--- config.mk ---
export PLATFORM = sky130hd
export DESIGN_NAME = pim_req_arbiter_flat
export DESIGN_NICKNAME = d
export VERILOG_FILES = /design/src/rtl/pim_ctrl_pkg.sv /design/src/rtl/pim_req_arbiter_if.sv /design/src/rtl/pim_req_arbiter_picker.sv /design/src/rtl/pim_req_arbiter.sv /design/src/flat_wrapper.sv
export SDC_FILE = /design/constraint.sdc
export NUM_CORES = 2
export LEC_CHECK = 0
export ABC_CLOCK_PERIOD_IN_PS = 6410
export CAP_MARGIN = 20
export CORE_AREA = 4 4 491 493
export DETAILED_ROUTE_END_ITERATION = 12
export DIE_AREA = 0 0 495 497
export GPL_ROUTABILITY_DRIVEN = 0
export PLACE_DENSITY_LB_ADDON = 0.25
export SETUP_SLACK_MARGIN = 0.02
export SLEW_MARGIN = 0
export SYNTH_ARGS = -nofsm -noshare
export SYNTH_HDL_FRONTEND = slang
export SYNTH_SLANG_ARGS = --single-unit
--- constraint.sdc ---
create_clock -name clk -period 6.41 [get_ports clk]
set_clock_uncertainty 0.15 [all_clocks]
set_input_delay 0.9615 -clock clk [delete_from_list [all_inputs] [get_ports clk]]
set_output_delay 0.9615 -clock clk [all_outputs]
set_load 0.01 [all_outputs]
--- src/rtl/pim_ctrl_pkg.sv ---
// Shared definitions for the DDR3 PIM controller front end: address map,
// arbiter state encoding and data width.
package pim_ctrl_pkg;

   localparam int ADDR_W    = 32;
   localparam int DATA_W    = 512;
   localparam int BANK_LSB  = 10;
   localparam int BANK_W    = 3;
   localparam int ROW_LSB   = 13;
   localparam int ROW_W     = 13;
   localparam int NUM_BANKS = 8;

   typedef enum logic [1:0] {
      IDLE   = 2'd0,
      ISSUE  = 2'd1,
      WAIT   = 2'd2,
      RETURN = 2'd3
   } arb_state_e;

   function automatic logic [BANK_W-1:0] addr_bank(input logic [ADDR_W-1:0] addr);
      return addr[BANK_LSB +: BANK_W];
   endfunction

   function automatic logic [ROW_W-1:0] addr_row(input logic [ADDR_W-1:0] addr);
      return addr[ROW_LSB +: ROW_W];
   endfunction

endpackage

--- src/rtl/pim_req_arbiter_if.sv ---
// Requester-side and controller-side handshake bundle of the PIM request arbiter.
// The slave view belongs to the arbiter; the master view to requesters plus controller.
interface pim_req_arbiter_if #(
   parameter int NUM_REQ = 4
) ();
   import pim_ctrl_pkg::*;

   logic [NUM_REQ-1:0]        s_req_valid;
   logic [NUM_REQ-1:0]        s_req_ready;
   logic [NUM_REQ*ADDR_W-1:0] s_req_addr;
   logic [NUM_REQ-1:0]        s_resp_valid;
   logic [NUM_REQ-1:0]        s_resp_ready;
   logic [DATA_W-1:0]         s_resp_data;
   logic                      m_req_valid;
   logic                      m_req_ready;
   logic [ADDR_W-1:0]         m_req_addr;
   logic                      m_resp_valid;
   logic                      m_resp_ready;
   logic [DATA_W-1:0]         m_resp_data;

   modport slave (
      input  s_req_valid, s_req_addr, s_resp_ready, m_req_ready, m_resp_valid, m_resp_data,
      output s_req_ready, s_resp_valid, s_resp_data, m_req_valid, m_req_addr, m_resp_ready
   );

   modport master (
      output s_req_valid, s_req_addr, s_resp_ready, m_req_ready, m_resp_valid, m_resp_data,
      input  s_req_ready, s_resp_valid, s_resp_data, m_req_valid, m_req_addr, m_resp_ready
   );

endinterface

--- src/rtl/pim_req_arbiter_picker.sv ---
// Combinational row-hit-first / round-robin selector, independent of the
// address map so a multi-channel scheduler can reuse it.
module rr_hit_picker #(
   parameter int NUM_REQ    = 4,
   parameter int ID_W       = 2,
   parameter int MAX_BYPASS = 4,
   parameter int CNT_W      = 3
) (
   input  logic [NUM_REQ-1:0] valid,
   input  logic [NUM_REQ-1:0] hit,
   input  logic [ID_W-1:0]    rr_ptr,
   input  logic [CNT_W-1:0]   bypass_cnt,
   output logic [ID_W-1:0]    pick,
   output logic [ID_W-1:0]    rr_pick,
   output logic               use_hit
);

   logic [ID_W-1:0] idx_s;
   logic [ID_W-1:0] hit_pick_s;
   logic            rr_found_s;
   logic            hit_found_s;

   function automatic logic [ID_W-1:0] wrap_idx(input logic [ID_W-1:0] base, input int off);
      int s;
      s = int'(base) + off;
      return (s >= NUM_REQ) ? ID_W'(s - NUM_REQ) : ID_W'(s);
   endfunction

   // Circular scan from rr_ptr: first valid and first hitting requester.
   always_comb begin
      idx_s       = '0;
      rr_pick     = '0;
      hit_pick_s  = '0;
      rr_found_s  = 1'b0;
      hit_found_s = 1'b0;
      for (int i = 0; i < NUM_REQ; i++) begin
         idx_s       = wrap_idx(rr_ptr, i);
         rr_pick     = (!rr_found_s && valid[idx_s]) ? idx_s : rr_pick;
         rr_found_s  = rr_found_s | valid[idx_s];
         hit_pick_s  = (!hit_found_s && hit[idx_s]) ? idx_s : hit_pick_s;
         hit_found_s = hit_found_s | hit[idx_s];
      end
   end

   assign use_hit = hit_found_s && (bypass_cnt < CNT_W'(MAX_BYPASS));
   assign pick    = use_hit ? hit_pick_s : rr_pick;

endmodule

--- src/rtl/pim_req_arbiter.sv ---
// Shares the single PIM DRAM controller port among NUM_REQ requesters with
// row-hit-first scheduling, a bounded bypass count and one transaction in flight.
module pim_req_arbiter
   import pim_ctrl_pkg::*;
#(
   parameter int NUM_REQ    = 4,
   parameter int ID_W       = 2,
   parameter int MAX_BYPASS = 4
) (
   input  logic        clk,
   input  logic        rst,
   pim_req_arbiter_if.slave bus,
   output logic [31:0] grant_count,
   output logic [31:0] hit_grant_count
);

   localparam int CNT_W = $clog2(MAX_BYPASS + 1);
   localparam logic [NUM_REQ-1:0] ONE_HOT0 = {{(NUM_REQ-1){1'b0}}, 1'b1};

   arb_state_e           state_r, state_nxt_s;
   logic [ID_W-1:0]      rr_ptr_r, rr_ptr_nxt_s;
   logic [CNT_W-1:0]     bypass_cnt_r, bypass_cnt_nxt_s;
   logic [ID_W-1:0]      gid_r, gid_nxt_s;
   logic [ADDR_W-1:0]    gaddr_r, gaddr_nxt_s;
   logic [DATA_W-1:0]    rbuf_r, rbuf_nxt_s;
   logic [NUM_REQ-1:0]   s_req_ready_r, s_req_ready_nxt_s;
   logic [NUM_REQ-1:0]   s_resp_valid_r, s_resp_valid_nxt_s;
   logic                 m_req_valid_r, m_req_valid_nxt_s;
   logic                 m_resp_ready_r, m_resp_ready_nxt_s;
   logic [31:0]          gc_r, gc_nxt_s;
   logic [31:0]          hgc_r, hgc_nxt_s;
   logic [NUM_BANKS-1:0] shadow_valid_r;
   logic [ROW_W-1:0]     shadow_row_r [NUM_BANKS];
   logic                 shadow_we_s;

   logic [ADDR_W-1:0]    req_addr_s [NUM_REQ];
   logic [NUM_REQ-1:0]   hit_s;
   logic [ID_W-1:0]      pick_s, rr_pick_s;
   logic                 use_hit_s;

   // Split the packed address bus and flag requests that hit a shadowed open row.
   always_comb begin
      hit_s = '0;
      for (int k = 0; k < NUM_REQ; k++) begin
         req_addr_s[k] = bus.s_req_addr[k*ADDR_W +: ADDR_W];
         hit_s[k] = bus.s_req_valid[k]
                  & shadow_valid_r[addr_bank(req_addr_s[k])]
                  & (shadow_row_r[addr_bank(req_addr_s[k])] == addr_row(req_addr_s[k]));
      end
   end

   rr_hit_picker #(
      .NUM_REQ   (NUM_REQ),
      .ID_W      (ID_W),
      .MAX_BYPASS(MAX_BYPASS),
      .CNT_W     (CNT_W)
   ) u_picker (
      .valid     (bus.s_req_valid),
      .hit       (hit_s),
      .rr_ptr    (rr_ptr_r),
      .bypass_cnt(bypass_cnt_r),
      .pick      (pick_s),
      .rr_pick   (rr_pick_s),
      .use_hit   (use_hit_s)
   );

   // Next-state and next-output decode of the serialized transaction FSM.
   always_comb begin
      state_nxt_s        = state_r;
      rr_ptr_nxt_s       = rr_ptr_r;
      bypass_cnt_nxt_s   = bypass_cnt_r;
      gid_nxt_s          = gid_r;
      gaddr_nxt_s        = gaddr_r;
      rbuf_nxt_s         = rbuf_r;
      s_req_ready_nxt_s  = '0;
      s_resp_valid_nxt_s = s_resp_valid_r;
      m_req_valid_nxt_s  = m_req_valid_r;
      m_resp_ready_nxt_s = m_resp_ready_r;
      gc_nxt_s           = gc_r;
      hgc_nxt_s          = hgc_r;
      shadow_we_s        = 1'b0;
      case (state_r)
         IDLE: begin
            if (|bus.s_req_valid) begin
               s_req_ready_nxt_s = ONE_HOT0 << pick_s;
               gid_nxt_s         = pick_s;
               gaddr_nxt_s       = req_addr_s[pick_s];
               gc_nxt_s          = gc_r + 32'd1;
               // A hit pick that coincides with the round-robin pick is not a bypass.
               if (pick_s != rr_pick_s) begin
                  hgc_nxt_s        = hgc_r + 32'd1;
                  bypass_cnt_nxt_s = bypass_cnt_r + CNT_W'(1);
               end else begin
                  bypass_cnt_nxt_s = '0;
               end
               rr_ptr_nxt_s      = (pick_s == ID_W'(NUM_REQ - 1)) ? '0 : pick_s + ID_W'(1);
               shadow_we_s       = 1'b1;
               m_req_valid_nxt_s = 1'b1;
               state_nxt_s       = ISSUE;
            end else begin
               state_nxt_s = IDLE;
            end
         end
         ISSUE: begin
            if (bus.m_req_ready) begin
               m_req_valid_nxt_s  = 1'b0;
               m_resp_ready_nxt_s = 1'b1;
               state_nxt_s        = WAIT;
            end else begin
               state_nxt_s = ISSUE;
            end
         end
         WAIT: begin
            if (bus.m_resp_valid) begin
               rbuf_nxt_s         = bus.m_resp_data;
               m_resp_ready_nxt_s = 1'b0;
               s_resp_valid_nxt_s = ONE_HOT0 << gid_r;
               state_nxt_s        = RETURN;
            end else begin
               state_nxt_s = WAIT;
            end
         end
         RETURN: begin
            if (bus.s_resp_ready[gid_r]) begin
               s_resp_valid_nxt_s = '0;
               state_nxt_s        = IDLE;
            end else begin
               state_nxt_s = RETURN;
            end
         end
         default: begin
            s_resp_valid_nxt_s = '0;
            m_req_valid_nxt_s  = 1'b0;
            m_resp_ready_nxt_s = 1'b0;
            state_nxt_s        = IDLE;
         end
      endcase
   end

   // State, registered outputs, counters and the open-row shadow table.
   always_ff @(posedge clk) begin
      if (rst) begin
         state_r        <= IDLE;
         rr_ptr_r       <= '0;
         bypass_cnt_r   <= '0;
         gid_r          <= '0;
         gaddr_r        <= '0;
         rbuf_r         <= '0;
         s_req_ready_r  <= '0;
         s_resp_valid_r <= '0;
         m_req_valid_r  <= 1'b0;
         m_resp_ready_r <= 1'b0;
         gc_r           <= 32'd0;
         hgc_r          <= 32'd0;
         shadow_valid_r <= '0;
         for (int b = 0; b < NUM_BANKS; b++) begin
            shadow_row_r[b] <= '0;
         end
      end else begin
         state_r        <= state_nxt_s;
         rr_ptr_r       <= rr_ptr_nxt_s;
         bypass_cnt_r   <= bypass_cnt_nxt_s;
         gid_r          <= gid_nxt_s;
         gaddr_r        <= gaddr_nxt_s;
         rbuf_r         <= rbuf_nxt_s;
         s_req_ready_r  <= s_req_ready_nxt_s;
         s_resp_valid_r <= s_resp_valid_nxt_s;
         m_req_valid_r  <= m_req_valid_nxt_s;
         m_resp_ready_r <= m_resp_ready_nxt_s;
         gc_r           <= gc_nxt_s;
         hgc_r          <= hgc_nxt_s;
         if (shadow_we_s) begin
            shadow_valid_r[addr_bank(gaddr_nxt_s)] <= 1'b1;
            shadow_row_r[addr_bank(gaddr_nxt_s)]   <= addr_row(gaddr_nxt_s);
         end
      end
   end

   assign bus.s_req_ready  = s_req_ready_r;
   assign bus.s_resp_valid = s_resp_valid_r;
   assign bus.s_resp_data  = rbuf_r;
   assign bus.m_req_valid  = m_req_valid_r;
   assign bus.m_req_addr   = gaddr_r;
   assign bus.m_resp_ready = m_resp_ready_r;
   assign grant_count      = gc_r;
   assign hit_grant_count  = hgc_r;

endmodule

--- src/flat_wrapper.sv ---
// flat-port wrapper written by rule: the top's interface ports become plain ports
module pim_req_arbiter_flat import pim_ctrl_pkg::*;
#(
   parameter int NUM_REQ    = 4,
   parameter int ID_W       = 2,
   parameter int MAX_BYPASS = 4
)
  (clk, rst, grant_count, hit_grant_count, bus_s_req_valid, bus_s_req_addr, bus_s_resp_ready, bus_m_req_ready, bus_m_resp_valid, bus_m_resp_data, bus_s_req_ready, bus_s_resp_valid, bus_s_resp_data, bus_m_req_valid, bus_m_req_addr, bus_m_resp_ready);
  pim_req_arbiter_if #(.NUM_REQ(NUM_REQ)) bus_i ();
  input  logic clk;
  input  logic rst;
  output logic [31:0] grant_count;
  output logic [31:0] hit_grant_count;
  input wire logic [$bits(bus_i.s_req_valid)-1:0] bus_s_req_valid;
  input wire logic [$bits(bus_i.s_req_addr)-1:0] bus_s_req_addr;
  input wire logic [$bits(bus_i.s_resp_ready)-1:0] bus_s_resp_ready;
  input wire logic [$bits(bus_i.m_req_ready)-1:0] bus_m_req_ready;
  input wire logic [$bits(bus_i.m_resp_valid)-1:0] bus_m_resp_valid;
  input wire logic [$bits(bus_i.m_resp_data)-1:0] bus_m_resp_data;
  output wire logic [$bits(bus_i.s_req_ready)-1:0] bus_s_req_ready;
  output wire logic [$bits(bus_i.s_resp_valid)-1:0] bus_s_resp_valid;
  output wire logic [$bits(bus_i.s_resp_data)-1:0] bus_s_resp_data;
  output wire logic [$bits(bus_i.m_req_valid)-1:0] bus_m_req_valid;
  output wire logic [$bits(bus_i.m_req_addr)-1:0] bus_m_req_addr;
  output wire logic [$bits(bus_i.m_resp_ready)-1:0] bus_m_resp_ready;
  assign bus_i.s_req_valid = bus_s_req_valid;
  assign bus_i.s_req_addr = bus_s_req_addr;
  assign bus_i.s_resp_ready = bus_s_resp_ready;
  assign bus_i.m_req_ready = bus_m_req_ready;
  assign bus_i.m_resp_valid = bus_m_resp_valid;
  assign bus_i.m_resp_data = bus_m_resp_data;
  assign bus_s_req_ready = bus_i.s_req_ready;
  assign bus_s_resp_valid = bus_i.s_resp_valid;
  assign bus_s_resp_data = bus_i.s_resp_data;
  assign bus_m_req_valid = bus_i.m_req_valid;
  assign bus_m_req_addr = bus_i.m_req_addr;
  assign bus_m_resp_ready = bus_i.m_resp_ready;
  pim_req_arbiter #(.NUM_REQ(NUM_REQ), .ID_W(ID_W), .MAX_BYPASS(MAX_BYPASS)) u_core (.clk(clk), .rst(rst), .bus(bus_i), .grant_count(grant_count), .hit_grant_count(hit_grant_count));
endmodule
## Yosys cells after proc, flatten, opt, wreduce, memory -nomap -nowiden

Memory sizes are Yosys's and may differ from the RTL's.
Cells that the tools add are included.

- Bits in writable memories: 104
- Register bits after elaboration: 635
- Bits of input ports: 652
- Memories kept: 1
- Output and inout port bits: 618

Memory list:

| memory | words | width | rd ports | clocked after Yosys merged registers in | wr ports | line | text |
|---|---|---|---|---|---|---|---|
| u_core.shadow_row_r | 8 | 13 | 4 | 0 | 8 | pim_req_arbiter.sv:33 | `logic [ROW_W-1:0] shadow_row_r [NUM_BANKS];` |

- Shift operators: 2
- Reductions and logical operators: 27
- Bitwise gates (word level): 17
- Equality and inequality tests: 13
- $add $sub $neg: 11
- Mux-type cells: 72
- Order comparisons: 17

Operators with widths:

| cell | number |
|---|---|
| $add 32x1->32 const B | 2 |
| $bmux 32 s2 | 1 |
| $mux 32 | 2 |
| $eq 13x13->1 | 4 |
| $mux 26 | 2 |
| $mux 2 | 16 |
| $mux 1 | 28 |
| $lt 3x4->1 const B | 5 |
| $bmux 1 s2 | 9 |
| $lt 2x3->1 const B | 5 |
| $mux 13 | 1 |
| $reduce_or 13->1 | 1 |
| $bmux 1 s3 | 4 |
| $ge 3x3->1 const B | 4 |
| $reduce_and 3->1 | 4 |
| $and 1x1->1 | 8 |
| $logic_and 1x1->1 | 8 |
| $mux 4 | 2 |
| $or 8x8->8 | 1 |
| $pmux 2 s4 | 1 |
| $pmux 4 s2 | 1 |
| $shl 1x2->4 const A | 2 |
| $sub 2x1->2 const B | 4 |
| $add 2x2->3 const B | 2 |
| other kinds (23) | 42 |

## Depth between registers and ports, before layout

- Depth after elaboration: 23
- Depth in mapped cells: 20

## By module

Synthesis repeated with hierarchy kept, for this count alone.

- Cells, all modules: 3442
- Area, all modules: 30927.2 um^2

By module, submodules not included:

| module | instances | cells an instance | area an instance (um^2) | sequential area each (um^2) |
|---|---|---|---|---|
| pim_req_arbiter | 1 | 3413 | 30742.0 | 15835.2 |
| rr_hit_picker | 1 | 29 | 185.2 | 0.0 |

## Worst setup path before layout

No wires, ideal clock.

- Path type: input to register
- Start point: input port bus_s_req_addr[10]
- End point: memory u_core.shadow_row_r[1][0] (enable)
- Stages: 14
- Library setup time: 365 ps
- Data required time: 5895 ps
- Setup slack: 910 ps
- Arrival: 4985 ps
- Path through: buf_6 mux4_1 mux2i_1 xor2_1 o2111ai_1 or4b_4 or2_0 a41o_1 or3_1 and2_4 a32oi_2 or4b_1 buf_2 nand2b_1

RTL lines:

| item | line | text |
|---|---|---|
| start: declaration | flat_wrapper.sv:15 | `input wire logic [$bits(bus_i.s_req_addr)-1:0] bus_s_req_addr;` |
| end: declaration | pim_req_arbiter.sv:33 |  |

==> reports/metrics.yaml <==
max_freq_mhz: 179
synth-seq-cells: 739
drt_iter0_drc: 2683
start_kind: "input port"
outcome: "finished, final reports clean"
p_seq_share_pct: 39.5
comb_power_share_pct: 17.6
finalMaxSlewViolations: 0
cts_tree: "yes"
grtUsageTotal_pct: 15.6
wl_um: 203000
swShare_pct: 29.3
reg2reg_to: "u_core.shadow_row_r[2][8]"
dieArea_um2: 246000
drive_above_1_share_pct: 8.03
clk_pin_slew_ns: 0.06
p_int_w: 0.00922
p_sw_w: 0.00381
hold_buffers: 0
min_period_ns: 5.59
crit_slowest_cell: "clkdlybuf4s50_1"
cts_made_buffers: 97
clock_path_buffers: 3
ctsResizeCount: 0
via_per_inst: 4.00
drcViolationCount: 0
dp.final_hpwl_um: 163000
clk_latency_ns: 0.72
path_cells: "clkdlybuf4s50_1 > buf_4 > nor2b_1 > a22oi_1 > a21o_1 > a2111oi_0 > and4_1 > nand2_1 > a221o_1 > or3_1 > a32oi_1 > a32oi_2 > buf_4 > or4b_1 > nand2b_1 > buf_4"
finalSetupViolations: 0
antenna_found_initial: 51
die_h_um: 497
synth_edf_count: 104
portBuffers: 1269
critPathTopFamily: "simple AND/OR/NAND/NOR gates"
ys_types: 78
synth_nets: 4323
syn_area_per_cell_um2: 8.65
critical-path-max-stage-delay_ns: 0.80
worstSetupStartpoint: "bus_s_req_addr[107]"
clock-root-buffer: "clkbuf_16"
arrival_ns: 5.86
num_rows: 179
max_cap_viol_count: 0
clkSinkCount: 739
pin_count: 1270
rr_worst_depth: 14
grt_pass1_vias: 31800
endpoint: "u_core.shadow_row_r[2][8]"
synth-main-ff-cell: "dfxtp_1"
worst_pin_slew_ns: 1.14
worstHoldStart: "u_core.bus.m_req_addr[5]"
avgRoutedWirePerCell_um: 24.9
netlist_area_um2: 31700
p_leak_nw: 17.3
crit_cells: 16
final.period_utilization_pct: 87.2
maxSlewHeadroom_pct: 23.8
yosys_warnings: 0
cp-end-kind: "flop"
crit_path_frequent_cell: "buf_4"
crit_buf_inv: 4
core_um2: 237000
min_path_type: "flop to flop"
nNetsFinal: 5523
initial_utilization_pct: 13.4
grt_pass1_wl_um: 272000
finalHoldViolCount: 0
post-cts-setup-buffers: 0
clkPwrFrac_pct: 42.9
rsz0062_at_grt: "false"
ant_nets: 0
rr_startpoint: "u_core.shadow_row_r[2][10]"
areaGrowthSynthToFinish_pct: 62.6
die_x_um: 495
grt_overflow: 0
regToRegSetupSlack_ns: 1.38
p_per_area_nw_per_um2: 253
synth_seq_area_share_pct: 49.9
worstPathRequired_ns: 6.68
worst_hold_slack_ns: 0.301
ir_drop_mv: 0.184
crit_type: "input port to flop"
h-tree-depth: 3
async_reset_ff_share_pct: 0
grt_max_degree: 178
placed_area_um2: 48300
postLayoutCellArea_um2: 51600
syn_inst: 3667
critPathMaxFanout: 8
drt_pass1_iterations: 6
fillCellCount: 26300
finalSetupTns_ns: 0
num_vias: 32600
how the worst min path moves through the flow:
stage,endpoint,slack [ns],depth (start not counted)
2_1_floorplan,u_core.bypass_cnt_r[1],0.29,2
3_3_place_gp,u_core.bus.s_resp_data[230],0.29,2
3_5_place_dp,u_core.bus.s_resp_data[11],0.30,2
4_1_cts,u_core.bus.s_resp_data[11],0.30,2
5_1_grt,u_core.bus.s_resp_data[9],0.32,2
6_report,u_core.bus.m_req_addr[5],0.30,2
cells by family after synthesis:
family                     synth area share, %
muxes                                     10.3
AOI/OAI and AO/OA                         13.5
DFF                                       49.9
xor gates and xnor gates                  1.79
and+or+nand+nor                           20.4
buffers and inverters                     3.93
adders and majority gates                0.158
metal layers:
metal  track usage [%]  wire length (um)
met1              18.6             81400
met2              27.0             98000
met3              5.13             17700
met4              3.58              5360
met5                 0               373
sequential cells by signal, indices dropped and copies added, names as in the netlist:
name and cells:
u_core.bus.s_resp_data 512, u_core.shadow_row_r 104, u_core.bus.m_req_addr 32, u_core.grant_count 32, u_core.hit_grant_count 32, u_core.shadow_valid_r 8
u_core.bus.s_req_ready 4, u_core.bus.s_resp_valid 4, u_core.bypass_cnt_r 3, u_core.gid_r 2, u_core.rr_ptr_r 2, u_core.state_r 2
u_core.bus.m_req_valid 1, u_core.bus.m_resp_ready 1
cells in the mapped netlist, types with 3 or more instances:
master        n  share of area (%)
a211oi_1     10               0.24
a21o_1        4              0.095
a21oi_1     570                9.0
a221o_1      17               0.54
a221oi_1      6               0.17
a22o_1       13               0.36
a22oi_1      24               0.57
a32oi_1       4               0.11
a32oi_2       3               0.15
and2_1       10               0.20
and3_1       16               0.32
and4_1       10               0.28
buf_1        26               0.31
buf_2        34               0.54
buf_4         6               0.14
buf_6         5               0.18
clkbuf_1    206                2.4
dfxtp_1     635                 40
edfxtp_1    104                9.8
ha_1          4               0.16
inv_1        22               0.26
mux2_2       33                1.2
mux2i_1     153                4.8
mux4_2       59                4.2
nand2_1    1146                 14
nand2b_1     15               0.30
nand3_1      32               0.50
nand4_1      19               0.37
nand4b_1      3              0.083
nor2_1      193                2.3
nor2b_1      38               0.75
nor3_1       24               0.38
nor4_1        7               0.14
o2111ai_1     5               0.14
o21a_1        4              0.095
o21ai_0      39               0.62
o21ai_1       3              0.047
o221a_2      15               0.53
o22ai_1      10               0.20
or2_2         3              0.059
or3_1         9               0.18
or4_1        18               0.43
or4b_1        4               0.13
xnor2_1      21               0.58
xor2_1       44                1.2
worst reg2reg max path, stage by stage, from the launching register on:
cell and delay [ns]:
edfxtp_1 0.54, mux4_1 0.56, mux2i_1 0.18, xor2_1 0.29, o2111ai_1 0.18, or4b_4 0.54, or2_0 0.21, a41o_1 0.27
or3_1 0.44, a32oi_1 0.22, a32oi_2 0.13, buf_4 0.20, or4b_1 0.55, nand2b_1 0.13, buf_4 0.17
layout by cell type, fill, tap and decap left out, types with 21 or more instances in the layout:
cell type	count
nand3_1	32
nor2b_1	38
nor2_1	193
nor3_1	24
dfxtp_1	635
inv_1	22
edfxtp_1	104
buf_4	89
a21oi_1	570
xnor2_1	21
clkbuf_1	24
mux4_2	59
buf_12	21
clkdlybuf4s50_1	1264
a22oi_1	24
mux2i_1	153
clkbuf_16	98
xor2_1	44
mux2_2	33
nand2_1	1145
o21ai_0	39
stage by stage:
stage	power, W	setup WS, ns	utilization (%)	cells
4_1_cts	0.0133	0.984	21.8	8113
3_5_place_dp	0.00755	0.173	20.4	7935
5_1_grt	0.0136	0.655	21.8	8117
2_1_floorplan	0.00616	0.910	-	3667
6_report	0.0130	0.820	21.8	8130
3_3_place_gp	0.00754	0.193	20.4	7935
area by class of cell:
class | count | area [um2] | area share (%)
flip-flops and latches | 739 | 15800 | 30.7
multi-input cells | 2627 | 14700 | 28.4
repair buffers | 1379 | 13800 | 26.7
well taps | 3167 | 3960 | 7.68
clock buffers | 135 | 2720 | 5.28
clock inverters | 43 | 494 | 0.958
inverters | 23 | 86.3 | 0.167
diodes | 17 | 42.5 | 0.0825
power groups by stage:
| stage | registers (W) | logic, W | clock network (W) |
|---|---|---|---|
| 4_1_cts | 0.00515 | 0.00231 | 0.00582 |
| 5_1_grt | 0.00516 | 0.00243 | 0.00597 |
| 3_5_place_dp | 0.00525 | 0.00230 | 0 |
| 6_report | 0.00515 | 0.00229 | 0.00559 |
| 2_1_floorplan | 0.00518 | 0.000974 | 0 |
| 3_3_place_gp | 0.00525 | 0.00230 | 0 |
No activity file was read; power rests on OpenSTA's default activity.
